File: src/rtl/fetch_pkg.sv
`default_nettype none
// ============================================================================
// Module : fetch_pkg
// Brief  : Shared types and default parameter values for the fetch unit.
// Rev    : 1.0  initial release
// ============================================================================
package fetch_pkg;

    localparam int c_ADDR_W_DEF   = 16;
    localparam int c_INSTR_W_DEF  = 16;
    localparam int c_DEPTH_DEF    = 4;
    localparam int c_RESET_PC_DEF = 0;

    localparam logic [3:0] c_HALT_OPCODE = 4'hF;

    typedef enum logic [0:0] {
        FETCH  = 1'b0,
        HALTED = 1'b1
    } fetch_state_e;

endpackage
`default_nettype wire

File: src/rtl/fetch_fifo.sv
`default_nettype none
// ============================================================================
// Module : fetch_fifo
// Brief  : Instruction queue holding each instruction with its fetch address.
// Rev    : 1.0  initial release
// ============================================================================
module fetch_fifo
    import fetch_pkg::*;
#(
    parameter int DATA_W = c_INSTR_W_DEF,
    parameter int TAG_W  = c_ADDR_W_DEF,
    parameter int DEPTH  = c_DEPTH_DEF,
    parameter int CNT_W  = $clog2(DEPTH + 1)
) (
    input  logic              clk,
    input  logic              rst,
    input  logic              flush,
    input  logic              push,
    input  logic [DATA_W-1:0] push_data,
    input  logic [TAG_W-1:0]  push_tag,
    input  logic              pop,
    output logic [DATA_W-1:0] head_data,
    output logic [TAG_W-1:0]  head_tag,
    output logic [CNT_W-1:0]  count,
    output logic              full,
    output logic              empty
);

    localparam int PTR_W = $clog2(DEPTH);

    logic [DATA_W-1:0] r_mem_data [DEPTH];
    logic [TAG_W-1:0]  r_mem_tag  [DEPTH];
    logic [PTR_W-1:0]  r_wr_ptr;
    logic [PTR_W-1:0]  r_rd_ptr;
    logic [CNT_W-1:0]  r_count;
    logic              w_do_push;
    logic              w_do_pop;

    assign full      = (r_count == CNT_W'(DEPTH));
    assign empty     = (r_count == '0);
    assign count     = r_count;
    assign head_data = r_mem_data[r_rd_ptr];
    assign head_tag  = r_mem_tag[r_rd_ptr];
    assign w_do_push = push & ~full;
    assign w_do_pop  = pop & ~empty;

    // Storage is cleared on reset so the head reads as zero until first written.
    always_ff @(posedge clk or posedge rst) begin
        if (rst) begin
            for (int i = 0; i < DEPTH; i++) begin
                r_mem_data[i] <= '0;
                r_mem_tag[i]  <= '0;
            end
        end else if (w_do_push && !flush) begin
            r_mem_data[r_wr_ptr] <= push_data;
            r_mem_tag[r_wr_ptr]  <= push_tag;
        end
    end

    always_ff @(posedge clk or posedge rst) begin
        if (rst) begin
            r_wr_ptr <= '0;
            r_rd_ptr <= '0;
            r_count  <= '0;
        end else if (flush) begin
            r_wr_ptr <= '0;
            r_rd_ptr <= '0;
            r_count  <= '0;
        end else begin
            if (w_do_push) r_wr_ptr <= r_wr_ptr + PTR_W'(1);
            if (w_do_pop)  r_rd_ptr <= r_rd_ptr + PTR_W'(1);
            r_count <= r_count + CNT_W'(w_do_push) - CNT_W'(w_do_pop);
        end
    end

endmodule
`default_nettype wire

File: src/rtl/instr_fetch_unit.sv
`default_nettype none
// ============================================================================
// Module : instr_fetch_unit
// Brief  : Credit-limited instruction fetcher with redirect flush and halt.
//          Define FETCH_BYPASS_EN to forward responses straight to an empty queue.
// Rev    : 1.0  initial release
// ============================================================================
module instr_fetch_unit
    import fetch_pkg::*;
#(
    parameter int                ADDR_W   = c_ADDR_W_DEF,
    parameter int                INSTR_W  = c_INSTR_W_DEF,
    parameter int                DEPTH    = c_DEPTH_DEF,
    parameter logic [ADDR_W-1:0] RESET_PC = ADDR_W'(c_RESET_PC_DEF)
) (
    input  logic               clk,
    input  logic               rst,
    output logic               mem_req_valid,
    input  logic               mem_req_ready,
    output logic [ADDR_W-1:0]  mem_addr,
    input  logic               mem_rsp_valid,
    input  logic [INSTR_W-1:0] mem_rsp_data,
    output logic               instr_valid,
    input  logic               instr_ready,
    output logic [INSTR_W-1:0] instr,
    output logic [ADDR_W-1:0]  instr_pc,
    input  logic               redirect_valid,
    input  logic [ADDR_W-1:0]  redirect_pc,
    input  logic               halt,
    output logic               halted
);

    localparam int                CNT_W     = $clog2(DEPTH + 1);
    localparam int                PTR_W     = $clog2(DEPTH);
    localparam int                SUM_W     = CNT_W + 2;
    localparam logic [ADDR_W-1:0] c_PC_STEP = ADDR_W'(INSTR_W / 8);

    fetch_state_e       r_state;
    fetch_state_e       w_state_nxt;
    logic               r_active;
    logic [ADDR_W-1:0]  r_pc;
    logic [CNT_W-1:0]   r_outstanding;
    logic [CNT_W-1:0]   r_discard;
    logic [ADDR_W-1:0]  r_tag_mem [DEPTH];
    logic [PTR_W-1:0]   r_tag_wr;
    logic [PTR_W-1:0]   r_tag_rd;
    logic [CNT_W-1:0]   w_count;
    logic               w_fifo_full;
    logic               w_fifo_empty;
    logic [INSTR_W-1:0] w_head_instr;
    logic [ADDR_W-1:0]  w_head_pc;
    logic [ADDR_W-1:0]  w_rsp_pc;
    logic [SUM_W-1:0]   w_inflight;
    logic [SUM_W-1:0]   w_discard_sum;
    logic               w_credit_ok;
    logic               w_req_fire;
    logic               w_rsp_keep;
    logic               w_rsp_drop;
    logic               w_bypass;
    logic               w_push;
    logic               w_pop;

    // Every slot that a queued, outstanding or to-be-discarded response may need is reserved.
    assign w_inflight  = SUM_W'(w_count) + SUM_W'(r_outstanding) + SUM_W'(r_discard);
    assign w_credit_ok = (w_inflight < SUM_W'(DEPTH));

    always_ff @(posedge clk or posedge rst) begin
        if (rst) r_state <= FETCH;
        else     r_state <= w_state_nxt;
    end

    always_comb begin
        w_state_nxt   = r_state;
        mem_req_valid = 1'b0;
        if (halt)                w_state_nxt = HALTED;
        else if (redirect_valid) w_state_nxt = FETCH;
        if (r_active && (r_state == FETCH) && w_credit_ok) mem_req_valid = 1'b1;
    end

    assign halted        = (r_state == HALTED);
    assign mem_addr      = r_pc;
    assign w_req_fire    = mem_req_valid & mem_req_ready;
    assign w_rsp_drop    = mem_rsp_valid & (r_discard != '0);
    assign w_rsp_keep    = mem_rsp_valid & (r_discard == '0) & ~redirect_valid;
    assign w_rsp_pc      = r_tag_mem[r_tag_rd];
    assign w_discard_sum = SUM_W'(r_discard) + SUM_W'(r_outstanding)
                         + SUM_W'(w_req_fire) - SUM_W'(mem_rsp_valid);

`ifdef FETCH_BYPASS_EN
    assign w_bypass = w_rsp_keep & w_fifo_empty;
`else
    assign w_bypass = 1'b0;
`endif

    assign w_push      = w_rsp_keep & ~(w_bypass & instr_ready) & ~w_fifo_full;
    assign w_pop       = ~w_fifo_empty & instr_ready & ~redirect_valid;
    assign instr_valid = ~w_fifo_empty | w_bypass;
    assign instr       = w_bypass ? mem_rsp_data : w_head_instr;
    assign instr_pc    = w_bypass ? w_rsp_pc : w_head_pc;

    // r_active holds requests off until the first edge after reset releases.
    always_ff @(posedge clk or posedge rst) begin
        if (rst) begin
            r_active      <= 1'b0;
            r_pc          <= RESET_PC;
            r_outstanding <= '0;
            r_discard     <= '0;
            r_tag_wr      <= '0;
            r_tag_rd      <= '0;
        end else begin
            r_active <= 1'b1;
            if (redirect_valid) begin
                r_pc          <= redirect_pc;
                r_outstanding <= '0;
                r_discard     <= w_discard_sum[CNT_W-1:0];
                r_tag_wr      <= '0;
                r_tag_rd      <= '0;
            end else begin
                if (w_req_fire) r_pc <= r_pc + c_PC_STEP;
                r_outstanding <= r_outstanding + CNT_W'(w_req_fire) - CNT_W'(w_rsp_keep);
                if (w_rsp_drop) r_discard <= r_discard - CNT_W'(1);
                if (w_req_fire) r_tag_wr <= r_tag_wr + PTR_W'(1);
                if (w_rsp_keep) r_tag_rd <= r_tag_rd + PTR_W'(1);
            end
        end
    end

    always_ff @(posedge clk) begin
        if (w_req_fire && !redirect_valid) r_tag_mem[r_tag_wr] <= r_pc;
    end

    fetch_fifo #(
        .DATA_W (INSTR_W),
        .TAG_W  (ADDR_W),
        .DEPTH  (DEPTH),
        .CNT_W  (CNT_W)
    ) u_queue (
        .clk       (clk),
        .rst       (rst),
        .flush     (redirect_valid),
        .push      (w_push),
        .push_data (mem_rsp_data),
        .push_tag  (w_rsp_pc),
        .pop       (w_pop),
        .head_data (w_head_instr),
        .head_tag  (w_head_pc),
        .count     (w_count),
        .full      (w_fifo_full),
        .empty     (w_fifo_empty)
    );

endmodule
`default_nettype wire

File: config.mk
export PLATFORM = sky130hd
export DESIGN_NAME = instr_fetch_unit
export DESIGN_NICKNAME = d
export VERILOG_FILES = /design/src/rtl/fetch_pkg.sv /design/src/rtl/fetch_fifo.sv /design/src/rtl/instr_fetch_unit.sv
export SDC_FILE = /design/constraint.sdc
export NUM_CORES = 1
export LEC_CHECK = 0
export ABC_CLOCK_PERIOD_IN_PS = 10800
export CORE_ASPECT_RATIO = 1.5
export CORE_MARGIN = 10
export CORE_UTILIZATION = 28
export CTS_CLUSTER_DIAMETER = 200
export DETAILED_ROUTE_END_ITERATION = 12
export DONT_BUFFER_PORTS = 1
export PLACE_DENSITY_LB_ADDON = 0.12
export SLEW_MARGIN = 20
export SYNTH_ARGS = -nofsm -noshare
export SYNTH_HDL_FRONTEND = slang
export SYNTH_SLANG_ARGS = --single-unit
File: constraint.sdc
create_clock -name clk -period 10.8 [get_ports clk]
set_input_delay 2.16 -clock clk [delete_from_list [all_inputs] [get_ports clk]]
set_output_delay 2.16 -clock clk [all_outputs]
set_load 0.01 [all_outputs]
==> Yosys cells after proc, flatten, opt, wreduce, memory -nomap -nowiden <==
Memories as Yosys holds them, arrays and structs flattened.
Index checks and enable logic that the tools add are counted.
W data, S select, Z words.
{ "word_totals": {"register_bits": 163, "mem_bits_rw": 64, "inputBits": 39, "output_inout_bits": 51, "n_memories": 1} }
{ "op_classes": {"n_addsub": 15, "order_cmp": 4, "eq_ne": 1, "n_mux": 29, "bitwise": 15, "n_reduce_logical": 15} }
{ "mem_list": {"columns": ["name", "depth", "width", "read_ports", "rd_ports_with_merged_regs", "write_ports", "line_no", "source"], "rows": [
  ["r_tag_mem", 4, 16, 1, 0, 1, "instr_fetch_unit.sv:44", "logic [ADDR_W-1:0] r_tag_mem [DEPTH];"]
]} }
{ "op_table": {"columns": ["operator", "n"], "rows": [
  ["$bwmux W64", 2],
  ["$mux W16", 7],
  ["$bmux W16 S2", 2],
  ["$demux W16 S2", 1],
  ["$add A16 B2 Y16 const B", 1],
  ["$mux W2", 8],
  ["$mux W3", 4],
  ["$reduce_bool A2 Y1", 6],
  ["$add A3 B1 Y3", 3],
  ["$and A1 B1 Y1", 9],
  ["$sub A3 B1 Y3", 3],
  ["$add A2 B1 Y2 const B", 4],
  ["$ge A3 B3 Y1 const B", 2],
  ["$logic_not A3 Y1", 2],
  ["$not A2 Y3", 2],
  ["$add A4 B3 Y5", 1],
  ["$logic_and A1 B1 Y1", 5],
  ["$lt A5 B3 Y1 const B", 1],
  ["$mux W1", 5],
  ["$add A3 B3 Y4", 1],
  ["$not A1 Y1", 4],
  ["$add A3 B3 Y3", 1],
  ["$eq A3 B3 Y1 const B", 1],
  ["$lt A3 B1 Y1 const B", 1],
  ["other kinds (3)", 3]
]} }

==> Longest topological paths before layout <==
{ "depth": {"ltp_word": 9, "ltp_mapped": 15} }

==> Cells and area by module <==
Synthesis repeated with hierarchy kept, for this count alone.
{ "unflattened": {"hier_cells": 663, "hier_area_um2": 10923.0} }
{ "by_module_without_submodules": {"columns": ["module", "n_inst", "cells_per_inst", "area_per_inst_um2"], "rows": [
  ["fetch_fifo", 1, 363, 6632.6],
  ["instr_fetch_unit", 1, 300, 4290.4]
]} }

==> Worst setup path before layout <==
No wires, ideal clock.
{ "synth_timing": {"kind": "input port to flip-flop", "startpoint": "input redirect_valid", "endpoint": "register r_outstanding[2]", "setup_ps": 132, "arrival_ps": 4158, "required_time_ps": 10668, "slack_ps": 6510, "stages": 11, "cell_sequence": "clkbuf_1 -> clkbuf_1 -> clkbuf_1 -> nor2_1 -> ha_1 -> inv_1 -> ha_1 -> inv_1 -> fa_1 -> xnor2_1 -> nor2_1"} }
{ "synth_between": {"elab_chain_len": 4} }
{ "synth_rtl": {"columns": ["item", "line_no", "source"], "rows": [
  ["start: declaration", "instr_fetch_unit.sv:27", "input logic redirect_valid,"],
  ["$not A1 Y1", "instr_fetch_unit.sv:84", "assign w_rsp_keep = mem_rsp_valid & (r_discard == '0) & ~redirect_valid;"],
  ["$and A1 B1 Y1", "instr_fetch_unit.sv:84", null],
  ["$sub A3 B1 Y3", "instr_fetch_unit.sv:120", "r_outstanding <= r_outstanding + CNT_W'(w_req_fire) - CNT_W'(w_rsp_keep);"],
  ["$mux W3 *", "instr_fetch_unit.sv:112", "if (redirect_valid) begin"],
  ["end signal: assignment", "instr_fetch_unit.sv:120", null],
  ["end: declaration", "instr_fetch_unit.sv:42", "logic [CNT_W-1:0] r_outstanding;"]
]} }
Mark *: on every way between the ends. The rest lies on a longest branch, timed or not.
A chain may end at the register's enable or synchronous reset.

==> Final worst setup path <==
{ "layout_timing": {"startpoint": "register r_outstanding[1]", "endpoint": "output mem_req_valid"} }
{ "layout_between": {"elab_chain_len": 5} }
{ "layout_rtl": {"columns": ["item", "line_no", "source"], "rows": [
  ["$add A3 B3 Y4", "instr_fetch_unit.sv:64", "assign w_inflight = SUM_W'(w_count) + SUM_W'(r_outstanding) + SUM_W'(r_discard);"],
  ["$add A4 B3 Y5", "instr_fetch_unit.sv:64", null],
  ["$lt A5 B3 Y1", "instr_fetch_unit.sv:65", "assign w_credit_ok = (w_inflight < SUM_W'(DEPTH));"],
  ["$logic_and A1 B1 Y1", "instr_fetch_unit.sv:77", "if (r_active && (r_state == FETCH) && w_credit_ok) mem_req_valid = 1'b1;"],
  ["$mux W1", "instr_fetch_unit.sv:77", null],
  ["end: declaration", "instr_fetch_unit.sv:18", "output logic mem_req_valid,"]
]} }
Every way passes these cells.

==> metrics <==
status=completed; pre-CTS setup slack=6.197 ns; DRC violations left=0; RR Endpoint=r_tag_mem[3][15]$_DFFE_PP_; Worst Path Required=8.64 ns; Post-synth EDFFs=64; Placed Cells=approximately 1.1k; syn nets=695; period utilisation layout=0.4743; Endpoint, Worst Hold=u_queue.r_mem_data[25]$_DFFE_PP0P_; Synth top area share=0.3847; Unique masters post-synth=42; CP Capture Type=output port; synth top area cells=dfrtp_1 38%, edfxtp_1 18%, mux2_4 17%; sequential share of the synthesized area=0.5660; Reg2Reg Setup Slack=6.74 ns; HPWL after DPL=15750 µm; synthesized area=10600 µm²; post-route ant nets=0; synth warn=0; # IOs=90; number of inserted diodes=0; later-pin clock latency in the skew report=0.53 ns; root buffer cell=clkbuf_16; worst min path class=reg2reg; hold path startpoint=u_queue.r_mem_data[25]$_DFFE_PP0P_; average size of a mapped cell=16.86 µm²; Rel. slew slack=0.3732; post-CTS setup buffer count=0; Synth Flop Type=dfrtp_1; largest net degree at the start of global routing=103; H-tree Lvls=1; CP cell instances=inv_1, fa_1, nor2b_1, fa_1, nor3b_1, o21ai_1, nor2_1; Final nets=698; RSZ-0062 raised after global routing=false; CTS tree=built; Non-Filler Instances=~1.1k; measured slew at the worst slew-check pin=0.9402 ns; antenna violations before repair=0; die span in y=258.3 µm; Crit path depth=7; GR Overflow Total=0; initial core utilization=0.2823; Yosys top cell by area=dfrtp_1; clk buf depth=3; layout cells sized above 1=0.3650; die width=178.9 µm; Worst path max stage delay=0.52 ns; std cell rows=87; drt initial violations=~250; vias=5211; total die area=46210 µm²; port buffer count=0; Inserted Clock Buffers=26; final worst setup slack=5.677 ns; minimum clock period=5.123 ns; first-pass GRT wire length=between 30000 and 40000 µm; critical path's slowest cell=fa_1; LEAKAGE=around 5.3 nW; number of max-cap violations=0; RR Startpoint=r_outstanding[1]$_DFF_PP0_; Fin. Hold Viols=0; CTS Hold Buffers Added=0; number of global-route vias before repair=roughly 6k; GP Congestion=0.7999; Vias/cell=4.567; max-slew violations=0; Top cell by count, worst path=fa_1; sum of buffers and inverters on the critical path=1; pwr dens=228.7 nW/µm²; Final Setup Violations=0; first drt pass iteration count=4; kind of critical path=reg2out; hold depth=1; Area Growth Syn to Fin=12.80%; worst vdd rail ir drop=114.2 µV; gr usage total=0.1067; final WL=24450 µm; Clock transition at path regs=approximately 0.06 ns; clock sink total=227; CP Max Fanout=6; synthesis-stage register bit count=227; asr flop ratio synth=0.7181; post-synthesis cell count=629; Worst Skew=0.01462 ns; Achievable Freq=around 200 MHz; Final TNS setup=0 ns; Top delay family on crit path=adder cells; Reg2Reg Depth=10; Critical Path Source Type=flip-flop; arrival time worst endpoint=between 2 and 3 ns; Post-CTS Resized=0; core area=37550 µm²; WL per Instance=21.43 µm
-- kinds of logic after synthesis --
family / after synthesis / synth area share
buffers and inverters: 54 / 0.02832
XOR/XNOR: 25 / 0.02065
multiplexers: 186 / 0.2907
flip-flops: 227 / 0.5660
adder cells (fa/ha/maj): 27 / 0.03682
other: 1 / 0.0003537
AO/OA/AOI/OAI: 23 / 0.01463
AND/OR/NAND/NOR: 86 / 0.04260
-- layer usage --
metal,up-vias,track usage,part of all wire
li1,2319,-,-
met1,2742,0.1278,0.41
met2,117,0.1822,0.51
met3,33,0.02547,0.057
met4,0,0.03707,0.024
met5,-,0,0
-- layout make-up --
type	instances	area [µm²]
Fill cell	3668	25590
Sequential cell	227	6003
Multi-Input combinational cell	348	4302
Clock buffer	39	770.7
Tap cell	489	611.8
Clock inverter	9	120.1
Inverter	24	95.09
Timing Repair Buffer	5	57.56
-- cells in the mapped netlist (7+ instances only) --
library cell  number
fa_1               7
buf_6             12
mux2_4           120
nand4_1            7
edfxtp_1          64
nor2_1            17
xor2_1             9
xnor2_1           16
ha_1              20
nand2_1           25
mux2_2            15
dfrtp_1          163
o21ai_0           11
nand3_1            9
mux4_2            48
inv_1             22
clkbuf_1           9
-- power by group --
part / switching, mW / total, mW / leakage, nW / internal (mW)
registers: 0.109 / 1.12 / 2.73 / 1.01
clock network: 0.347 / 0.910 / 0.436 / 0.563
logic: 0.338 / 0.703 / 2.13 / 0.365
-- worst max path at each step --
stage	start	end	slack [ns]
final	r_outstanding[1]$_DFF_PP0_	mem_req_valid	5.68
after global placement	r_outstanding[1]$_DFF_PP0_	mem_req_valid	6.26
after detailed placement	r_outstanding[1]$_DFF_PP0_	mem_req_valid	6.20
after floorplan	rst	halted$_DFFE_PP0P_	4.24
after CTS	r_outstanding[1]$_DFF_PP0_	mem_req_valid	5.62
after global routing	r_outstanding[1]$_DFF_PP0_	mem_req_valid	5.40
-- through the flow --
stage	hold WS (ns)	power, mW	area [µm²]	util
3_5_place_dp	0.4877	1.865	11040	0.2940
4_1_cts	0.5065	2.798	11930	0.3177
3_3_place_gp	0.4828	1.834	11040	0.2940
5_1_grt	0.5199	2.893	11960	0.3185
2_1_floorplan	0.4738	1.677	10600	-
6_report	0.5047	2.735	11960	0.3185
-- worst register-to-register path: cells and delay by family (launching register included) --
| kind | cells | cell delay (ns) |
|---|---|---|
| simple gates | 5 | 1.75 |
| fa+ha+maj | 2 | 0.95 |
| flops | 1 | 0.41 |
| buf+inv | 2 | 0.34 |
| compound gates | 1 | 0.23 |
-- state kept, by name, summed over array words and instances, names as in the netlist --
signal	flops
halted	1
r_discard	3
r_tag_rd	2
r_tag_mem	64
u_queue.r_mem_tag	64
u_queue.r_wr_ptr	2
u_queue.r_mem_data	64
r_outstanding	3
r_tag_wr	2
u_queue.count	3
mem_addr	16
r_active	1
u_queue.r_rd_ptr	2
-- layout by cell type, fill, tap and decap left out, types with 2 or more instances in the layout --
| cell type | n |
|---|---|
| dfrtp_1 | 161 |
| mux2_4 | 120 |
| edfxtp_1 | 64 |
| mux4_2 | 48 |
| clkbuf_16 | 27 |
| nand2_1 | 25 |
| inv_1 | 21 |
| ha_1 | 20 |
| nor2_1 | 17 |
| xnor2_1 | 16 |
| mux2_2 | 15 |
| o21ai_0 | 11 |
| nand3_1 | 9 |
| xor2_1 | 9 |
| nand4_1 | 7 |
| fa_1 | 7 |
| clkbuf_1 | 7 |
| and3_1 | 6 |
| nor2b_1 | 5 |
| clkbuf_8 | 5 |
| nand2_4 | 4 |
| nor3b_1 | 4 |
| nor4_1 | 4 |
| buf_4 | 4 |
| mux2i_1 | 3 |
| clkinv_1 | 3 |
| bufinv_16 | 3 |
| a21o_1 | 2 |
| inv_2 | 2 |
| a21oi_1 | 2 |
| clkinv_2 | 2 |
| dfrtp_2 | 2 |
No activity file was read; power rests on OpenSTA's default activity.
